==> src/rtl/dcache_direct_wb_if.sv <==
// Core-side and memory-side buses of the direct-mapped write-back data cache.
// slave: the cache's view; master: the core plus slow-memory environment.
interface dcache_direct_wb_if;
    logic         proc_read;
    logic         proc_write;
    logic [29:0]  proc_addr;
    logic [31:0]  proc_wdata;
    logic [31:0]  proc_rdata;
    logic         proc_stall;
    logic         mem_read;
    logic         mem_write;
    logic [27:0]  mem_addr;
    logic [127:0] mem_wdata;
    logic [127:0] mem_rdata;
    logic         mem_ready;

    modport slave (
        input  proc_read, proc_write, proc_addr, proc_wdata,
        output proc_rdata, proc_stall,
        output mem_read, mem_write, mem_addr, mem_wdata,
        input  mem_rdata, mem_ready
    );

    modport master (
        output proc_read, proc_write, proc_addr, proc_wdata,
        input  proc_rdata, proc_stall,
        input  mem_read, mem_write, mem_addr, mem_wdata,
        output mem_rdata, mem_ready
    );
endinterface

==> src/rtl/dcache_direct_wb.sv <==
// Direct-mapped, write-back, write-allocate data cache.
// Hits complete with no stall; misses move 128-bit blocks over the slow-memory
// handshake, writing back a dirty victim before the fill.
module dcache_direct_wb #(
    parameter int LINES = 8,
    parameter int TW    = 28 - $clog2(LINES)
) (
    input  logic               clk,
    input  logic               rst_n,
    dcache_direct_wb_if.slave  bus
);
    localparam int IW = $clog2(LINES);

    typedef enum logic [1:0] {COMPARE, WRITEBACK, ALLOCATE} state_e;

    state_e           state_q, state_d;
    logic [LINES-1:0] valid_q, dirty_q;
    logic [TW-1:0]    tag_q  [LINES];
    logic [127:0]     data_q [LINES];
    // Missing request address, so memory-side outputs depend on registers only.
    logic [29:0]      req_addr_q;

    logic [IW-1:0] idx, req_idx;
    logic [TW-1:0] tag, req_tag;
    logic [1:0]    off;
    logic          req_active, hit, miss, write_hit;

    assign idx       = bus.proc_addr[IW+1:2];
    assign tag       = bus.proc_addr[29:IW+2];
    assign off       = bus.proc_addr[1:0];
    assign req_idx   = req_addr_q[IW+1:2];
    assign req_tag   = req_addr_q[29:IW+2];

    assign req_active = bus.proc_read | bus.proc_write;
    assign hit        = valid_q[idx] && (tag_q[idx] == tag);
    assign miss       = (state_q == COMPARE) && req_active && !hit;
    // A simultaneous read and write is treated as a write.
    assign write_hit  = (state_q == COMPARE) && bus.proc_write && hit;

    // State register with synchronous reset back to COMPARE.
    always_ff @(posedge clk) begin
        if (!rst_n) state_q <= COMPARE;
        else        state_q <= state_d;
    end

    // Next-state decode.
    always_comb begin
        state_d = state_q;
        unique case (state_q)
            COMPARE:   if (miss) state_d = dirty_q[idx] ? WRITEBACK : ALLOCATE;
            WRITEBACK: if (bus.mem_ready) state_d = ALLOCATE;
            ALLOCATE:  if (bus.mem_ready) state_d = COMPARE;
            default:   state_d = COMPARE;
        endcase
    end

    // Output decode; memory-side outputs use only registered state.
    always_comb begin
        bus.proc_rdata = data_q[idx][{off, 5'd0} +: 32];
        bus.proc_stall = 1'b1;
        bus.mem_read   = 1'b0;
        bus.mem_write  = 1'b0;
        bus.mem_addr   = {req_tag, req_idx};
        bus.mem_wdata  = data_q[req_idx];
        unique case (state_q)
            COMPARE:   bus.proc_stall = req_active && !hit;
            WRITEBACK: begin
                bus.mem_write = 1'b1;
                bus.mem_addr  = {tag_q[req_idx], req_idx};
            end
            ALLOCATE:  bus.mem_read = 1'b1;
            default:   bus.proc_stall = 1'b1;
        endcase
    end

    // Capture the request address when a miss leaves COMPARE.
    always_ff @(posedge clk) begin
        if (miss) req_addr_q <= bus.proc_addr;
    end

    // Tag and data arrays: block fill on allocate completion, word merge on write hit.
    always_ff @(posedge clk) begin
        if (state_q == ALLOCATE && bus.mem_ready) begin
            data_q[req_idx] <= bus.mem_rdata;
            tag_q[req_idx]  <= req_tag;
        end else if (write_hit) begin
            data_q[idx][{off, 5'd0} +: 32] <= bus.proc_wdata;
        end
    end

    // Valid and dirty bits; cleared by reset, discarding any dirty data.
    always_ff @(posedge clk) begin
        if (!rst_n) begin
            valid_q <= '0;
            dirty_q <= '0;
        end else if (state_q == ALLOCATE && bus.mem_ready) begin
            valid_q[req_idx] <= 1'b1;
            dirty_q[req_idx] <= 1'b0;
        end else if (write_hit) begin
            dirty_q[idx] <= 1'b1;
        end
    end
endmodule

==> src/flat_wrapper.sv <==
// flat-port wrapper written by rule: the top's interface ports become plain ports
module dcache_direct_wb_flat 
#(
    parameter int LINES = 8,
    parameter int TW    = 28 - $clog2(LINES)
)
  (clk, rst_n, bus_proc_read, bus_proc_write, bus_proc_addr, bus_proc_wdata, bus_proc_rdata, bus_proc_stall, bus_mem_read, bus_mem_write, bus_mem_addr, bus_mem_wdata, bus_mem_rdata, bus_mem_ready);
  dcache_direct_wb_if bus_i ();
  input  logic clk;
  input  logic rst_n;
  input wire logic [$bits(bus_i.proc_read)-1:0] bus_proc_read;
  input wire logic [$bits(bus_i.proc_write)-1:0] bus_proc_write;
  input wire logic [$bits(bus_i.proc_addr)-1:0] bus_proc_addr;
  input wire logic [$bits(bus_i.proc_wdata)-1:0] bus_proc_wdata;
  output wire logic [$bits(bus_i.proc_rdata)-1:0] bus_proc_rdata;
  output wire logic [$bits(bus_i.proc_stall)-1:0] bus_proc_stall;
  output wire logic [$bits(bus_i.mem_read)-1:0] bus_mem_read;
  output wire logic [$bits(bus_i.mem_write)-1:0] bus_mem_write;
  output wire logic [$bits(bus_i.mem_addr)-1:0] bus_mem_addr;
  output wire logic [$bits(bus_i.mem_wdata)-1:0] bus_mem_wdata;
  input wire logic [$bits(bus_i.mem_rdata)-1:0] bus_mem_rdata;
  input wire logic [$bits(bus_i.mem_ready)-1:0] bus_mem_ready;
  assign bus_i.proc_read = bus_proc_read;
  assign bus_i.proc_write = bus_proc_write;
  assign bus_i.proc_addr = bus_proc_addr;
  assign bus_i.proc_wdata = bus_proc_wdata;
  assign bus_proc_rdata = bus_i.proc_rdata;
  assign bus_proc_stall = bus_i.proc_stall;
  assign bus_mem_read = bus_i.mem_read;
  assign bus_mem_write = bus_i.mem_write;
  assign bus_mem_addr = bus_i.mem_addr;
  assign bus_mem_wdata = bus_i.mem_wdata;
  assign bus_i.mem_rdata = bus_mem_rdata;
  assign bus_i.mem_ready = bus_mem_ready;
  dcache_direct_wb #(.LINES(LINES), .TW(TW)) u_core (.clk(clk), .rst_n(rst_n), .bus(bus_i));
endmodule
==> config.mk <==
export PLATFORM = sky130hd
export DESIGN_NAME = dcache_direct_wb_flat
export DESIGN_NICKNAME = d
export VERILOG_FILES = /design/src/rtl/dcache_direct_wb_if.sv /design/src/rtl/dcache_direct_wb.sv /design/src/flat_wrapper.sv
export SDC_FILE = /design/constraint.sdc
export NUM_CORES = 2
export LEC_CHECK = 0
export BUFFER_PORTS_ARGS = -buffer_cell sky130_fd_sc_hd__buf_2
export CAP_MARGIN = 20
export CORE_AREA = 5 5 354 356
export CTS_CLUSTER_SIZE = 40
export DETAILED_ROUTE_END_ITERATION = 6
export DIE_AREA = 0 0 359 361
export PLACE_DENSITY = 0.67
export SLEW_MARGIN = 20
export SYNTH_ARGS = -nofsm -noshare
export SYNTH_HDL_FRONTEND = slang
export SYNTH_SLANG_ARGS = --single-unit
==> constraint.sdc <==
create_clock -name clk -period 7.09 [get_ports clk]
set_input_delay 0.709 -clock clk [delete_from_list [all_inputs] [get_ports clk]]
set_output_delay 0.709 -clock clk [all_outputs]
set_load 0.02 [all_outputs]
After elaboration in Yosys (flattened, before gate mapping)
Memories as Yosys holds them, arrays and structs flattened. A register that Yosys moved wholly into a read port is not among the register bits.
Cells that the tools add are included.
{"block": "totals", "reg_bits": 48, "ram_bits": 1224, "input_bits": 195, "out_inout_bits": 191, "word_cells": 68, "mem_count": 2}
{"block": "classes", "addsub": 1, "magnitude_cmp": 4, "n_eq_ne": 6, "shift": 3, "n_mux": 29, "n_bitwise": 5, "reduce_logical": 14}
{"memory": "u_core.data_q", "depth": 8, "word_bits": 128, "read_ports": 2, "rd_clocked_by_memory_dff": 1, "wr": 1, "line_no": "dcache_direct_wb.sv:19", "text": "logic [127:0] data_q [LINES];"}
{"memory": "u_core.tag_q", "depth": 8, "word_bits": 25, "read_ports": 2, "rd_clocked_by_memory_dff": 1, "wr": 1, "line_no": "dcache_direct_wb.sv:18", "text": "logic [TW-1:0] tag_q [LINES];"}
{"op": "$mux 128", "n": 3}
{"op": "$reduce_or 128->1", "n": 1}
{"op": "$shift 32x9->128 const A", "n": 1}
{"op": "$shiftx 128x8->32", "n": 1}
{"op": "$shiftx 32x9->128", "n": 1}
{"op": "$mux 28", "n": 1}
{"op": "$eq 25x25->1", "n": 1}
{"op": "$mux 8", "n": 2}
{"op": "$or 8x8->8", "n": 2}
{"op": "$mux 1", "n": 11}
{"op": "$logic_and 1x1->1", "n": 9}
{"op": "$mux 3", "n": 3}
{"op": "$neg 7->9", "n": 1}
{"op": "$and 8x8->8", "n": 1}
{"op": "$lt 3x4->1 const B", "n": 2}
{"op": "$mux 2", "n": 4}
{"op": "$not 8->8", "n": 1}
{"op": "$bmux 1 s3", "n": 2}
{"op": "$demux 1 s3", "n": 2}
{"op": "$ge 3x1->1 const B", "n": 2}
{"op": "$pmux 2 s3", "n": 1}
{"op": "$ne 2x2->1 const B", "n": 2}
{"op": "$reduce_and 3->1", "n": 1}
{"op": "$eq 2x1->1 const B", "n": 1}
{"op": "other kinds (6)", "n": 6}

Logic depth before layout (Yosys ltp)
{"block": "depth", "depth_word": 9, "mapped_depth": 14}

Worst setup path after synthesis
No wires, ideal clock.
{"block": "synth_timing", "path_type": "in2reg", "from": "input port bus_proc_addr[3]", "to": "memory u_core.data_q[6][0] (enable)", "setup_time_ns": 0.421, "arrival_ns": 4.531, "path_slack_ns": 2.138, "cell_stages": 11, "n_path_buf": 3, "cell_sequence": "buf_2 buf_2 nor2_1 a22oi_1 a31o_2 a22oi_1 and4_1 and4_1 clkbuf_1 mux2_2 nor2_1"}
{"block": "synth_via", "elab_chain_len": 9, "elab_cells_between_ends": 12, "cone_classes": "1 x eq/ne; 7 x mux; 3 x reduce/logical; 1 x memory"}
{"element": "from (decl)", "line_no": "flat_wrapper.sv:13", "text": "input wire logic [$bits(bus_i.proc_addr)-1:0] bus_proc_addr;"}
{"element": "$mem_v2 8x25 / $bmux 1 s3 (equally long branches)"}
{"element": "$eq 25x25->1 / $mux 1 (equally long branches)", "line_no": "dcache_direct_wb.sv:35", "text": "assign hit = valid_q[idx] && (tag_q[idx] == tag);"}
{"element": "$logic_and 1x1->1", "line_no": "dcache_direct_wb.sv:35"}
{"element": "$logic_and 1x1->1", "line_no": "dcache_direct_wb.sv:38", "text": "assign write_hit = (state_q == COMPARE) && bus.proc_write && hit;"}
{"element": "$mux 1", "line_no": "dcache_direct_wb.sv:86", "text": "end else if (write_hit) begin"}
{"element": "$mux 1", "line_no": "dcache_direct_wb.sv:83", "text": "if (state_q == ALLOCATE && bus.mem_ready) begin"}
{"element": "$mux 128 (not written as such)", "line_no": "dcache_direct_wb.sv:87", "text": "data_q[idx][{off, 5'd0} +: 32] <= bus.proc_wdata;"}
{"element": "$reduce_or 128->1 (no source line)"}
{"element": "$mux 3 (no source line) / $mux 128 (equally long branches)"}
{"element": "to (decl)", "line_no": "dcache_direct_wb.sv:19"}
Several ways; a longest one is shown, not always the timed one. The select of a mux whose other input is x is not followed.

Final worst setup path
{"block": "layout_timing", "from": "input port bus_proc_addr[3]", "to": "output port bus_proc_rdata[4]"}
{"block": "layout_via", "elab_chain_len": 2}
{"element": "$mem_v2 8x128"}
{"element": "$shiftx 128x8->32", "line_no": "dcache_direct_wb.sv:59", "text": "bus.proc_rdata = data_q[idx][{off, 5'd0} +: 32];"}
{"element": "to (decl)", "line_no": "flat_wrapper.sv:15", "text": "output wire logic [$bits(bus_i.proc_rdata)-1:0] bus_proc_rdata;"}
No other way between the ends.

==> run metrics <==
critical path endpoint category output port; Detail Route Antenna Nets 0; hpwl dp 141500 µm; clock-pin transition on the worst setup and hold timing paths 0.06 ns; WHS Endpoint u_core.req_addr_q[7]$_DFFE_PP_; synthesized flop and latch total between 1k and 1.5k; minimum clock period 5.665 ns; status complete, no violations; per-cell routed wire length 37.64 µm; met2 routed WL 97430 µm; placer congestion estimate between 0.9 and 1; global-route wire length before repair 309300 µm; EDFF count, synth 1252; syn_nets between 4k and 5k; Syn Inst Count 3844; Max Clock Skew 0.03059 ns; vias in the first global route 40.28k; Final Hold Fails 0; total track usage 33.51%; syn_area_per_cell approximately 16 µm²; hold path depth 1; Final Power 18.63 mW; CORE AREA 121400 µm²; max cap viols 0; Worst VDD drop 0.2499 mV; Hold Startpoint bus_proc_addr[7]; Worst EP arrival just under 5 ns; WL final 223300 µm; r2r worst-path depth 9; dominant cells by area after synthesis edfxtp_1 62%, mux4_2 14%, mux2_2 4.4%, mux2i_1 3.2%, nand2_1 2.5%; prevailing post-synth register cell edfxtp_1; post-synth top area cell edfxtp_1; htree depth 4; largest net degree at the start of global routing 150; reg2reg setup slack around 2.5 ns; via count between 40k and 50k; number of port buffers 385; Die X 359 µm; Final Slew Violations 0; filler cell count 9419; Initial Util around 50%; unrepaired setup endpoints after global routing false; Chip Height 361 µm; Longest Clk Path Bufs 3; Post-Route Setup TNS 0 ns; Root Driver clkbuf_16; Post-synth ARST share 0%; FF-to-FF End u_core.data_q[1][52]$_DFFE_PP_; initial antenna violation count 17; Pleak ~23 nW; Top Layer Used met5; Syn-to-layout area delta 15.02%; row count 128; Worst Hold Class primary input to flop; Distinct cells, synth 69; CP max FO 50; io pins ~390; Worst Max-Slew Pin Slew 1.246 ns; met1 WL around 77000 µm; gr ovfl total 0; Multi-input gate area 21250 µm²; top cell type's share of synthesized area 62.45%; TritonCTS clock tree built; CTS resizes 0; final worst-path cycle share 79.91%; Post-CTS Setup Repair Bufs 0; Pwr Density roughly 270 nW/µm²; # DRC 0; sequential share of the synthesized area approximately 63%; met3 wire length 34070 µm; Pre-antenna DRT Iters 6; CP Class primary input to output port; nets 4384; relative slew slack 16.94%; Place WS between 1 and 1.5 ns; Worst Setup Start Kind primary input; Synth Warn # 0; Die ar. 129600 µm²; TritonCTS buffer count 139; vias per cell 7.024; Final setup viols 0; Reg-to-Reg Start u_core.tag_q[3][11]$_DFFE_PP_; share of layout cells above drive strength 1 32.38%; number of hold buffers added after CTS 0; Worst EP required 6.38 ns; CTS Sinks around 1.3k; register area 38030 µm²; mapped cell area 60210 µm²; post-route worst setup slack 1.425 ns; Clock Latency Late Sink 0.78 ns; Max Freq 176.5 MHz; initial drt markers 6708
-- placed cells by master, fill, tap and decap left out, types with 16 or more instances in the layout --
cell       count
a22oi_1       90
a211oi_1      25
dfxtp_1       18
nor2_1        87
o21ai_0      267
mux4_2       364
buf_12        19
nand2_1      402
o22ai_1       17
mux2_2       235
bufinv_16     20
clkinv_2      20
nor3_1        16
nor2b_1       19
a221oi_1      85
edfxtp_1    1252
buf_4        108
mux2i_1      192
o211ai_1      19
nand3_1       36
clkbuf_1      29
a21oi_1      130
clkinv_1      22
nor2_4        38
clkbuf_16    143
a221o_1       30
buf_2        381
-- registers in the layout, indices dropped and copies added (netlist names), named ones only --
signal	cells
u_core.data_q	1024
u_core.tag_q	200
u_core.req_addr_q	28
u_core.dirty_q	8
u_core.valid_q	8
u_core.state_q	2
-- cell families (layout without fill, tap and decap cells) --
logic type,Yosys count,after routing,synth area share [%]
fa+ha+maj,4,4,0.08313
buf+inv,321,773,2.236
xor+xnor,7,7,0.1018
other cells,0,13,0
compound gates,768,768,8.332
simple gates,677,677,4.836
flops,1273,1273,63.14
mux,794,794,21.27
-- cell usage after synthesis, types with 7 or more instances --
library cell	n
a221o_1	30
o21ai_0	274
nor3_1	20
and3_1	10
nand3_1	36
edfxtp_1	1252
nor2_1	126
nor4_1	14
a222oi_1	8
clkbuf_1	200
a22o_1	11
mux2i_1	192
o31ai_1	9
a22oi_1	90
o2111ai_1	13
buf_1	53
mux4_2	364
a221oi_1	85
nand2b_1	7
o22ai_1	17
a21oi_1	134
a211oi_1	25
inv_1	9
dfxtp_1	21
o211ai_1	19
nand4_1	9
nor2b_1	23
nand2_1	402
mux2_2	235
buf_2	46
-- through the flow --
| stage | utilization [%] | hold slack (ns) | area [µm²] | std cells |
|---|---|---|---|---|
| 6_report | 57.04 | 0.1628 | 69250 | 5934 |
| 3_5_place_dp | 53.12 | 0.4439 | 64480 | 5668 |
| 3_3_place_gp | 53.12 | 0.4367 | 64480 | 5668 |
| 2_1_floorplan | - | 0.4281 | 60210 | 3844 |
| 5_1_grt | 57.02 | 0.1593 | 69220 | 5921 |
| 4_1_cts | 57.01 | 0.1229 | 69210 | 5920 |
-- critical path, cell delays in order --
cell and delay (ns):
buf_8 0.35, nor2b_4 0.48, buf_4 0.50, and2_2 0.87
buf_4 0.39, a22oi_1 0.10, nand2_1 0.12, a221oi_1 0.06
o21ai_0 0.22, o2111ai_1 0.29, o21ai_0 0.47, buf_2 0.30
-- layer usage --
layer / vias to the layer above / track usage (%)
met3: 608 / 12.51
met2: 3572 / 49.01
li1: 16360 / -
met5: - / 0
met1: 21130 / 43.80
met4: 6 / 18.12
-- power by group --
part | internal, mW | total [mW] | switching, mW
combinational | 0.929 | 2.59 | 1.67
clock | 4.48 | 7.53 | 3.06
sequential | 8.40 | 8.50 | 0.105
total | 13.8 | 18.6 | 4.83
-- final cells by class --
type	instances	share of cell area [%]
flip-flops and latches	1273	54.91
multi-input cells	2250	30.68
inverters	9	0.05059
clock inverters	77	1.442
diodes	13	0.04698
clock buffers	175	5.384
repair buffers	512	4.544
well taps	1625	2.936
-- worst max path at each step --
stage                          start                        endpoint  slack (ns)  depth (start not counted)
floorplan           bus_proc_addr[3]   u_core.data_q[6][0]$_DFFE_PP_        2.14                         11
global placement    bus_proc_addr[2]  u_core.data_q[5][88]$_DFFE_PP_        1.49                         11
detailed placement  bus_proc_addr[2]  u_core.data_q[5][88]$_DFFE_PP_        1.44                         11
CTS                 bus_proc_addr[3]               bus_proc_rdata[4]        1.64                         12
global route        bus_proc_addr[3]               bus_proc_rdata[4]        1.44                         12
finish              bus_proc_addr[3]               bus_proc_rdata[4]        1.42                         12
No activity file was read; power rests on OpenSTA's default activity.
